$ cat src/rtl/instr_encoder.sv
`default_nettype none
// ============================================================================
// Module   : instr_encoder
// Purpose  : Encodes RV32I instructions from a decoded request (class, funct3,
//            alt bit, register indices, immediate) into 32-bit machine words.
//            Encoded words go through a 2-entry output FIFO with a
//            valid/ready handshake on each side. Illegal requests are dropped
//            and reported with a one-cycle o_illegal pulse.
// Ports    : i_clk, i_reset (async, active-high)
//            i_req_vld / o_req_rdy          request handshake
//            i_kind, i_funct3, i_alt,
//            i_rd, i_rs1, i_rs2, i_imm      request fields
//            o_instr / o_instr_vld /
//            i_instr_rdy                    output handshake (queue head)
//            o_illegal                      rejected-request pulse
//            o_count                        words handed downstream (wraps)
// Revision : 1.0 - initial release
// ============================================================================
module instr_encoder #(
  parameter int CNT_W = 16
) (
  input  logic             i_clk,
  input  logic             i_reset,
  input  logic             i_req_vld,
  output logic             o_req_rdy,
  input  logic [3:0]       i_kind,
  input  logic [2:0]       i_funct3,
  input  logic             i_alt,
  input  logic [4:0]       i_rd,
  input  logic [4:0]       i_rs1,
  input  logic [4:0]       i_rs2,
  input  logic [31:0]      i_imm,
  output logic [31:0]      o_instr,
  output logic             o_instr_vld,
  input  logic             i_instr_rdy,
  output logic             o_illegal,
  output logic [CNT_W-1:0] o_count
);

  // Request classes
  localparam logic [3:0] c_KIND_R     = 4'd0;
  localparam logic [3:0] c_KIND_I     = 4'd1;
  localparam logic [3:0] c_KIND_S     = 4'd2;
  localparam logic [3:0] c_KIND_L     = 4'd3;
  localparam logic [3:0] c_KIND_B     = 4'd4;
  localparam logic [3:0] c_KIND_LUI   = 4'd5;
  localparam logic [3:0] c_KIND_AUIPC = 4'd6;
  localparam logic [3:0] c_KIND_JAL   = 4'd7;
  localparam logic [3:0] c_KIND_JALR  = 4'd8;

  // Major opcodes
  localparam logic [6:0] c_OP_R     = 7'b0110011;
  localparam logic [6:0] c_OP_I     = 7'b0010011;
  localparam logic [6:0] c_OP_S     = 7'b0100011;
  localparam logic [6:0] c_OP_L     = 7'b0000011;
  localparam logic [6:0] c_OP_B     = 7'b1100011;
  localparam logic [6:0] c_OP_LUI   = 7'b0110111;
  localparam logic [6:0] c_OP_AUIPC = 7'b0010111;
  localparam logic [6:0] c_OP_JAL   = 7'b1101111;
  localparam logic [6:0] c_OP_JALR  = 7'b1100111;

  logic [31:0]      w_word;
  logic             w_legal;
  logic             w_push;
  logic             w_pop;
  logic             w_reject;
  logic [1:0]       w_occ_nxt;

  logic [31:0]      r_mem [0:1];
  logic             r_wr_ptr;
  logic             r_rd_ptr;
  logic [1:0]       r_occ;
  logic             r_illegal;
  logic [CNT_W-1:0] r_count;

  // --------------------------------------------------------------------------
  // Encoder: field placement and legality check for the presented request
  // --------------------------------------------------------------------------
  always_comb begin
    w_word  = 32'h0;
    w_legal = 1'b1;
    case (i_kind)
      c_KIND_R: begin
        // Only ADD/SUB (000) and SRL/SRA (101) have an alternate form
        w_legal = !i_alt || (i_funct3 == 3'b000) || (i_funct3 == 3'b101);
        w_word  = {1'b0, i_alt, 5'b0, i_rs2, i_rs1, i_funct3, i_rd, c_OP_R};
      end
      c_KIND_I: begin
        // SRAI is the only immediate op with an alternate form
        w_legal = !i_alt || (i_funct3 == 3'b101);
        if ((i_funct3 == 3'b001) || (i_funct3 == 3'b101)) begin
          // Shifts: shamt in [24:20], upper immediate bits replaced by funct7
          w_word = {1'b0, i_alt, 5'b0, i_imm[4:0], i_rs1, i_funct3, i_rd, c_OP_I};
        end else begin
          w_word = {i_imm[11:0], i_rs1, i_funct3, i_rd, c_OP_I};
        end
      end
      c_KIND_S: begin
        w_legal = (i_funct3 <= 3'b010);
        w_word  = {i_imm[11:5], i_rs2, i_rs1, i_funct3, i_imm[4:0], c_OP_S};
      end
      c_KIND_L: begin
        w_legal = !((i_funct3 == 3'b011) || (i_funct3 == 3'b110) || (i_funct3 == 3'b111));
        w_word  = {i_imm[11:0], i_rs1, i_funct3, i_rd, c_OP_L};
      end
      c_KIND_B: begin
        // Branch offsets are halfword aligned; bit 0 is not encodable
        w_legal = !((i_funct3 == 3'b010) || (i_funct3 == 3'b011)) && !i_imm[0];
        w_word  = {i_imm[12], i_imm[10:5], i_rs2, i_rs1, i_funct3,
                   i_imm[4:1], i_imm[11], c_OP_B};
      end
      c_KIND_LUI: begin
        w_word = {i_imm[31:12], i_rd, c_OP_LUI};
      end
      c_KIND_AUIPC: begin
        w_word = {i_imm[31:12], i_rd, c_OP_AUIPC};
      end
      c_KIND_JAL: begin
        w_legal = !i_imm[0];
        w_word  = {i_imm[20], i_imm[10:1], i_imm[11], i_imm[19:12], i_rd, c_OP_JAL};
      end
      c_KIND_JALR: begin
        w_legal = (i_funct3 == 3'b000);
        w_word  = {i_imm[11:0], i_rs1, i_funct3, i_rd, c_OP_JALR};
      end
      default: begin
        w_legal = 1'b0;
      end
    endcase
  end

  // --------------------------------------------------------------------------
  // 2-entry output FIFO
  // --------------------------------------------------------------------------
  assign o_req_rdy   = (r_occ != 2'd2);
  assign o_instr_vld = (r_occ != 2'd0);
  assign o_instr     = o_instr_vld ? r_mem[r_rd_ptr] : 32'h0;
  assign o_illegal   = r_illegal;
  assign o_count     = r_count;

  assign w_push   = i_req_vld & o_req_rdy & w_legal;
  assign w_reject = i_req_vld & o_req_rdy & ~w_legal;
  assign w_pop    = o_instr_vld & i_instr_rdy;

  always_comb begin
    w_occ_nxt = r_occ;
    case ({w_push, w_pop})
      2'b10:   w_occ_nxt = r_occ + 2'd1;
      2'b01:   w_occ_nxt = r_occ - 2'd1;
      default: w_occ_nxt = r_occ;
    endcase
  end

  always_ff @(posedge i_clk or posedge i_reset) begin
    if (i_reset) begin
      r_mem[0]  <= 32'h0;
      r_mem[1]  <= 32'h0;
      r_wr_ptr  <= 1'b0;
      r_rd_ptr  <= 1'b0;
      r_occ     <= 2'd0;
      r_illegal <= 1'b0;
      r_count   <= '0;
    end else begin
      if (w_push) begin
        r_mem[r_wr_ptr] <= w_word;
        r_wr_ptr        <= ~r_wr_ptr;
      end
      if (w_pop) begin
        r_rd_ptr <= ~r_rd_ptr;
        r_count  <= r_count + CNT_W'(1);
      end
      r_occ     <= w_occ_nxt;
      r_illegal <= w_reject;
    end
  end

endmodule
`default_nettype wire

$ cat config.mk
export PLATFORM = sky130hd
export DESIGN_NAME = instr_encoder
export DESIGN_NICKNAME = d
export VERILOG_FILES = /design/src/rtl/instr_encoder.sv
export SDC_FILE = /design/constraint.sdc
export NUM_CORES = 1
export LEC_CHECK = 0
export CAP_MARGIN = 20
export CORE_MARGIN = 4
export CORE_UTILIZATION = 42
export DETAILED_ROUTE_END_ITERATION = 6
export PLACE_DENSITY = 0.79
export SETUP_SLACK_MARGIN = 0.4
export SYNTH_ARGS = -nofsm -noshare
export SYNTH_HDL_FRONTEND = slang
export SYNTH_SLANG_ARGS = --single-unit
$ cat constraint.sdc
create_clock -name i_clk -period 2.75 [get_ports i_clk]
set_input_delay 0.4125 -clock i_clk [delete_from_list [all_inputs] [get_ports i_clk]]
set_output_delay 0.4125 -clock i_clk [all_outputs]
set_load 0.02 [all_outputs]
### Word level (Yosys, flattened, before mapping)

Index checks and enable logic that the tools add are counted.

* add/subtract/negate cells: 3
* $lt $le $gt $ge: 4
* equality and inequality tests: 17
* multiplexer cells: 11
* bitwise logic cells: 9
* reduce and logical (&&, ||, !) cells: 18

Operators with widths (number)
* 32-bit one-hot mux with 9 select lines: 1
* 32-bit 2-to-1 mux: 6
* 64-bit bitwise mux: 1
* 32-bit demux with 1-bit select: 1
* 16-bit by 1-bit adder with 16-bit output, second input constant: 1
* 4-bit by 3-bit equality test with 1-bit output, second input constant: 4
* 3-bit equality test, second input constant: 3
* 4-bit by 2-bit equality test with 1-bit output, second input constant: 2
* 1-bit one-hot mux with 8 select lines: 1
* 1-bit logical OR: 7
* 3-bit by 2-bit equality test with 1-bit output, second input constant: 2
* 1-bit AND: 4
* 4-bit by 1-bit equality test with 1-bit output, second input constant: 1
* 4-bit equality test, second input constant: 1
* 2-bit >= comparator, second input constant: 2
* 1-bit logical NOT: 4
* 4-bit logical NOT: 1
* 1-bit inverter with 2-bit output: 2
* 2-bit one-hot mux with 2 select lines: 1
* 2-bit nonzero test: 2
* 3-bit by 1-bit equality test with 1-bit output, second input constant: 1
* 3-bit by 2-bit less-or-equal comparator with 1-bit output, second input constant: 1
* 3-bit logical NOT: 1
* 1-bit inverter: 3
* 8 further kinds: 9

* flip-flop bits (word level): 85
* input bits: 59
* output and inout bits: 51
* word-level logic and storage cells: 69

### Logic depth before layout (Yosys ltp)

Gate-level depths: netlist (run 1).

* depth in word-level cells: 8
* gate-level depth with buffers: 10
* mapped depth without buffers: 9

### Worst setup path before layout (run 1)

OpenSTA, ideal clock, no wires.

* path kind: input to register
* start point: in i_kind[0]
* end point: reg r_mem[34] in the netlist's numbering
* library setup time: 128 ps
* data arrival time: 2089 ps
* data required time: 2622 ps
* path slack: 534 ps
* stages on the path: 6
* buffers on the path: 1
* path through: or4b_1 -> nor4_2 -> a211oi_2 -> a211oi_2 -> buf_4 -> mux2_1

* word-level cells in the longest chain between the ends: 4
* elaborated cells between the ends (all ways): 14
* those cells by class: eq/ne (8); mux (3); bitwise (1); reduce/logical (2)

RTL lines
* start: declaration: line 26 `input logic [3:0] i_kind,`
* 4-bit by 3-bit equality test with 1-bit output: line 82 `case (i_kind)`
* 2-bit OR reduction (no source line)
* 1-bit one-hot mux with 8 select lines: line 82
* 1-bit AND: line 141 `assign w_push = i_req_vld & o_req_rdy & w_legal;`
* end signal: indexed assignment: line 165 `r_mem[r_wr_ptr] <= w_word;`
* end: declaration: line 69 `logic [31:0] r_mem [0:1];`

Several ways; a longest one is shown, not always the timed one.
A chain may end at the register's enable or synchronous reset.

### Final worst setup path (run 1)

* start point: in i_kind[3]
* end point: reg r_mem[42] in the netlist's numbering

The elaborated chain is that of the path after synthesis.

==> run_results.csv, run 1 <==
group,metric,value,unit
synthesis,async_flop_share,1.00,
sta,period_share,0.855,
final_layout,drive_gt1_frac,0.171,
setup_path,r2r_slack,730,ps
global_route,overflow,0,
setup_path,crit_path_max_fanout,16,
synthesis,synth_common_cells,"83 x dfrtp_1, 47 x nor2_1, 42 x mux2i_1",
worst_hold_path,hp-start,"r_mem[45]",
global_route,grt_usage,0.196,
worst_hold_path,min_to,"r_mem[45]",
setup_path,critPathArrivalTime,2570,ps
place,place_ws,-118,ps
sta,finalMaxSlewViolations,0,
synthesis,synth_nets,463,
clocking,hold_buffers,0,
routing,wl_per_cell,17.3,um
global_route,grt_pass1_vias,3838,
synthesis,synthAdderAreaFrac,0.00793,
sta,rsz0062_at_grt,"true",
clocking,cts_htree_levels,3,
routing,drc,0,
die,dieHeight,111,um
clocking,clockBufferDepth,2,
synthesis,syn_area,4420,um2
routing,drtPass1Iterations,4,
sta,setup_viol,0,
flow_run,drv_cap,0,
synthesis,synth.most_common_cell,"dfrtp_1",
clocking,clk_pin_slew_worst_paths,80,ps
pwr,power.leakage,3.28,nW
synthesis,synth_compound_area_frac,0.100,
setup_path,critPathRequiredTime,2960,ps
die,die_x,111,um
sta,timing.final.ws_setup,399,ps
worst_hold_path,hp-class,"register to register",
routing,avgViaCountPerCell,5.31,
worst_hold_path,whs_path_depth,1,
setup_path,critPathKind,"input pin to register",
synthesis,synth.mux.area_fraction,0.233,
die,die_area,12200,um2
final_layout,nets,606,
synthesis,synth-xor-area-share,0.0456,
synthesis,synth_seq_cells,83,
setup_path,start_kind,"input pin",
global_route,grt_max_degree,34,
clocking,cts-root-buf,"clkbuf_8",
synthesis,netlist_top_cells_area,"dfrtp_1 47%, mux2_1 9.7%, mux2i_1 9.5%, mux2_2 4.1%, nor2_1 4.0%",
clocking,numCtsBuffers,9,
setup_path,rr_endpoint,"o_count[13]",
status,outcome,"finished clean",
place,gp_congestion,0.915,
die,start_util,0.430,
synthesis,synth_simple_gate_area_frac,0.108,
setup_path,worst_setup_path_end_kind,"register",
pwr,finalPower,5.95,mW
sta,period_minus_slack,2350,ps
routing,wirelength,11900,um
final_layout,stdcell_count,686,
synthesis,synth-seq-area-share,0.470,
sta,timing.hold.ws,488,ps
die,core_area,10300,um2
routing,ant_nets,0,
setup_path,path_cells,"dlygate4sd2_1, buf_4, or3_4, a31oi_4, a211oi_4, buf_4, a211oi_4, buf_6, buf_6, mux2_1",
setup_path,slowest_delay,360,ps
global_route,grt_antenna_before_repair,0,
setup_path,critPathSlowestCell,"or3_4",
routing,vias,3645,
synthesis,synth_top_family_by_area,"multiplexers",
place,dpl.cell_count,657,
sta,hold_viol_final,0,
final_layout,areaGrowthSynthToFinish,46.7,%
synthesis,ys_types,46,
synthesis,synth_cells,402,
sta,tightest_slew,943,ps
sta,fin_skew,9.75,ps
synthesis,yosysTopAreaCell,"dfrtp_1",
sta,fmax,425,MHz
final_layout,diodes,0,
clocking,cts_tree,"yes",
clocking,clkSinkCount,83,
synthesis,yosys.area.top_type_share,0.470,
die,row_count,37,
place,io_buffers,109,
setup_path,reg2reg_depth,9,
place,dp_hpwl,8450,um
sta,maxSlewHeadroom,0.366,
synthesis,ys_warn_count,0,
synthesis,synth_edf_count,0,
clocking,clk_latency,350,ps
synthesis,yosys_most_used_dff,"dfrtp_1",
routing,drt_iter0_drc,205,
final_layout,n_fill_cell,833,
pwr,peakVddDrop,0.454,mV
synthesis,synth.avg_cell_area,11.0,um2
die,io_pins,110,
pwr,p_per_area,918,nW/um2
global_route,grt_first_pass_wirelength,19700,um
setup_path,timing.rr.start,"r_occ[0]",
## placed cells by master, fill, tap and decap left out, drive strengths merged, types with 3 or more instances in the layout
cell type | Yosys | layout
mux2 | 54 | 54
o31ai | 3 | 3
buf | 14 | 43
xnor2 | 12 | 12
a22o | 18 | 18
mux2i | 42 | 42
nand4 | 3 | 3
bufinv | 0 | 4
nor2b | 4 | 4
nand2 | 20 | 20
dlymetal6s2s | 0 | 20
o21ai | 8 | 8
clkdlybuf4s50 | 0 | 74
clkbuf | 7 | 11
xor2 | 11 | 11
nand2b | 6 | 6
dfrtp | 83 | 83
nor3 | 6 | 6
a211oi | 3 | 3
a21o | 5 | 5
a21oi | 7 | 7
inv | 13 | 12
nor2 | 47 | 47
nand3 | 7 | 7
dlygate4sd2 | 0 | 12
a22oi | 7 | 7
## final cells by class
cell class              instances  area [um2]  area share
inverters                      14        56.3     0.00869
clock inverters                 5         125      0.0193
clock buffers                  11         131      0.0203
repair buffers                153        1620       0.250
multi-input cells             284        2300       0.354
well taps                     136         170      0.0262
flip-flops and latches         83        2080       0.321
## logic make-up after synthesis
family,after synthesis
flops,83
mux,96
fa+ha+maj,3
compound gates,58
simple gates,104
buf+inv,35
xor+xnor,23
## power breakdown
part | leakage [nW] | internal, mW | total (mW) | switching, mW
clock | 0.128 | 0.695 | 1.13 | 0.430
combinational | 2.09 | 1.43 | 2.82 | 1.39
sequential | 1.06 | 1.70 | 2.01 | 0.311
total | 3.28 | 3.82 | 5.95 | 2.13
## registers in the layout (all words and copies together), names as in the netlist
signal / count
o_illegal: 1
r_wr_ptr: 1
r_mem: 62
r_rd_ptr: 1
r_occ: 2
o_count: 16
## critical path: cells and delay by family
kind / cells / cell delay [ps]
AOI/OAI and AO/OA: 3 / 510
buffers and inverters: 5 / 910
and+or+nand+nor: 1 / 360
muxes: 1 / 360
## worst max-delay path by stage
stage | startpoint | endpoint | slack, ps | depth (start not counted)
after floorplan | i_kind[0] | r_mem[34] | 530 | 6
after global placement | i_kind[0] | r_mem[4] | -40 | 8
after detailed placement | i_kind[0] | r_mem[3] | -120 | 8
after CTS | i_kind[2] | r_mem[15] | 380 | 9
after global routing | i_kind[1] | r_mem[42] | 350 | 10
final | i_kind[3] | r_mem[42] | 400 | 10
## through the flow
step,util,instance area [um2],setup TNS (ps)
after floorplan,-,4420,0
after global placement,0.572,5880,-1050
after CTS,0.620,6370,0
after global routing,0.631,6480,0
final,0.631,6480,0
after detailed placement,0.572,5880,-4220
## routing by layer
metal	part of all wire	up-vias	routed length [um]	global-route usage
li1	-	1703	-	-
met1	0.45	1815	5290	0.252
met2	0.49	113	5830	0.331
met3	0.049	14	587	0.0422
met4	0.014	0	171	0.0583
met5	0	-	0	0
## what timing repair did
action                                  4_1_cts  5_1_grt
hold endpoints to repair                      0        0
pin swaps                                     6        3
setup buffers                                 9        1
gates resized for setup                      40       32
cloned                                        2        1
endpoints found under the setup margin       83       75
(Power assumes the default switching activity.)
==> run 2: changes to the inputs <==
- CAP_MARGIN: 20 -> 30
==> results of run 2 <==
Final layout, timing and power as in run 1 (identical DEF).
==> run 3: changes to the inputs <==
- CELL_PAD_IN_SITES_DETAIL_PLACEMENT: not set -> 1
- CELL_PAD_IN_SITES_GLOBAL_PLACEMENT: not set -> 1
- CORE_UTILIZATION: 42 -> 38
- PLACE_DENSITY: 0.79 -> 0.89
==> run_results.csv, run 3 (synthesis gave the netlist of run 1 again) <==
group,metric,value,unit
status,outcome,"finished clean",
setup_path,crit_path_max_fanout,3,
setup_path,worst_setup_path_end_kind,"register",
die,core_area,11400,um2
clocking,cts_htree_levels,3,
worst_hold_path,hp-class,"register to register",
clocking,clk_latency,350,ps
place,gp_congestion,0.874,
routing,vias,3762,
place,place_ws,-226,ps
final_layout,fin_util,0.565,
setup_path,critPathSlowestCell,"or4b_4",
sta,rsz0062_at_grt,"true",
setup_path,path_cells,"dlygate4sd2_1, or4b_4, nor4_4, a211oi_4, a21oi_1, inv_1, ha_1, nor2_1, xor2_1",
global_route,grt_usage,0.217,
clocking,cts_tree,"yes",
place,dpl_cell_area,5920,um2
die,die_area,13400,um2
routing,avgViaCountPerCell,5.39,
sta,maxSlewHeadroom,0.470,
setup_path,critPathKind,"input pin to register",
setup_path,critPathArrivalTime,2570,ps
sta,setup_viol,0,
setup_path,path_buf_inv,2,
final_layout,fin_area,6450,um2
routing,drt_iter0_drc,201,
final_layout,nets,610,
sta,period_minus_slack,2310,ps
setup_path,startpoint,"i_kind[1]",
sta,period_share,0.841,
routing,ant_nets,0,
global_route,grt_max_degree,84,
routing,wirelength,14400,um
sta,timing.final.ws_setup,436,ps
global_route,overflow,0,
clocking,clkSinkCount,83,
clocking,cts-root-buf,"clkbuf_16",
final_layout,largest-register,"r_mem",
final_layout,final_common_cell,"dfrtp_1",
clocking,clk_pin_slew_worst_paths,60,ps
final_layout,final_cell_mix,"82 x dfrtp_1, 76 x clkdlybuf4s50_1, 46 x nor2_1",
place,io_buffers,109,
sta,hold_viol_final,0,
worst_hold_path,hp-start,"r_mem[3]",
setup_path,slowest_delay,570,ps
final_layout,n_fill_cell,1232,
global_route,grt_antenna_before_repair,0,
final_layout,largest_reg_flops,62,
die,die_x,116,um
sta,finalMaxSlewViolations,0,
pwr,p_per_area,939,nW/um2
pwr,power.leakage,3.09,nW
flow_run,drv_cap,0,
die,io_pins,110,
clocking,clockBufferDepth,2,
place,dp_hpwl,9820,um
sta,fin_skew,9.73,ps
global_route,grt_first_pass_wirelength,22600,um
routing,drtPass1Iterations,5,
routing,drc,0,
final_layout,drive_gt1_frac,0.186,
sta,tightest_slew,786,ps
sta,fmax,432,MHz
global_route,grt_pass1_vias,4186,
final_layout,areaGrowthSynthToFinish,45.9,%
setup_path,critPathRequiredTime,3000,ps
pwr,peakVddDrop,0.649,mV
routing,wl_per_cell,20.7,um
clocking,numCtsBuffers,9,
die,row_count,39,
setup_path,cp_top_family,"simple AND/OR/NAND/NOR gates",
die,dieHeight,116,um
setup_path,timing.rr.start,"r_occ[0]",
sta,timing.hold.ws,489,ps
setup_path,start_kind,"input pin",
die,start_util,0.387,
[run 3: repair_timing]
item / 4_1_cts / 5_1_grt
gates resized for setup: 57 / 7
endpoints found under the setup margin: 93 / 52
gates cloned: 0 / 0
pin swaps: 6 / 2
hold buffers: 0 / 0
setup buffers: 8 / 5
[run 3: path summary, 6_finish.rpt]
kind / end / slack [ps] / depth (start not counted)
min in group asynchronous: o_count[5] / 540 / 3
worst max-delay path: r_occ[1] / 440 / 9
worst min register to register: r_mem[3] / 490 / 1
worst min-delay path: r_mem[3] / 490 / 1
max in group asynchronous: r_mem[27] / 1840 / 3
worst max register to register: o_count[15] / 640 / 9
[run 3: layout make-up]
cell class | instances | area (um2) | share of cell area
diodes | 1 | 2.50 | 0.000388
clock buffers | 9 | 225 | 0.0349
clock inverters | 7 | 75.1 | 0.0116
inverters | 14 | 56.3 | 0.00873
multi-input cells | 284 | 2290 | 0.355
flip-flops and latches | 83 | 2080 | 0.323
well taps | 143 | 179 | 0.0278
repair buffers | 157 | 1540 | 0.239
[run 3: metal layers]
metal,track usage,wire length (um),vias to the layer above,share of wire
met3,0.0334,490,24,0.034
met1,0.258,5670,1940,0.39
met2,0.401,7940,88,0.55
met5,0,0,-,0
li1,-,-,1710,-
met4,0.0665,311,0,0.022
[run 3: stage by stage]
step           power [mW]  instances  TNS [ps]
3_3_place_gp         4.67        668     -2990
2_1_floorplan        3.54        402         0
3_5_place_dp         4.81        668     -5720
6_report             6.05        698         0
5_1_grt              6.40        697         0
4_1_cts              6.09        692         0
[run 3: report_power, final]
part | leakage (nW) | internal, mW | switching, mW
clock | 0.150 | 0.710 | 0.534
combinational | 1.87 | 1.32 | 1.42
sequential | 1.06 | 1.70 | 0.368
total | 3.09 | 3.73 | 2.32
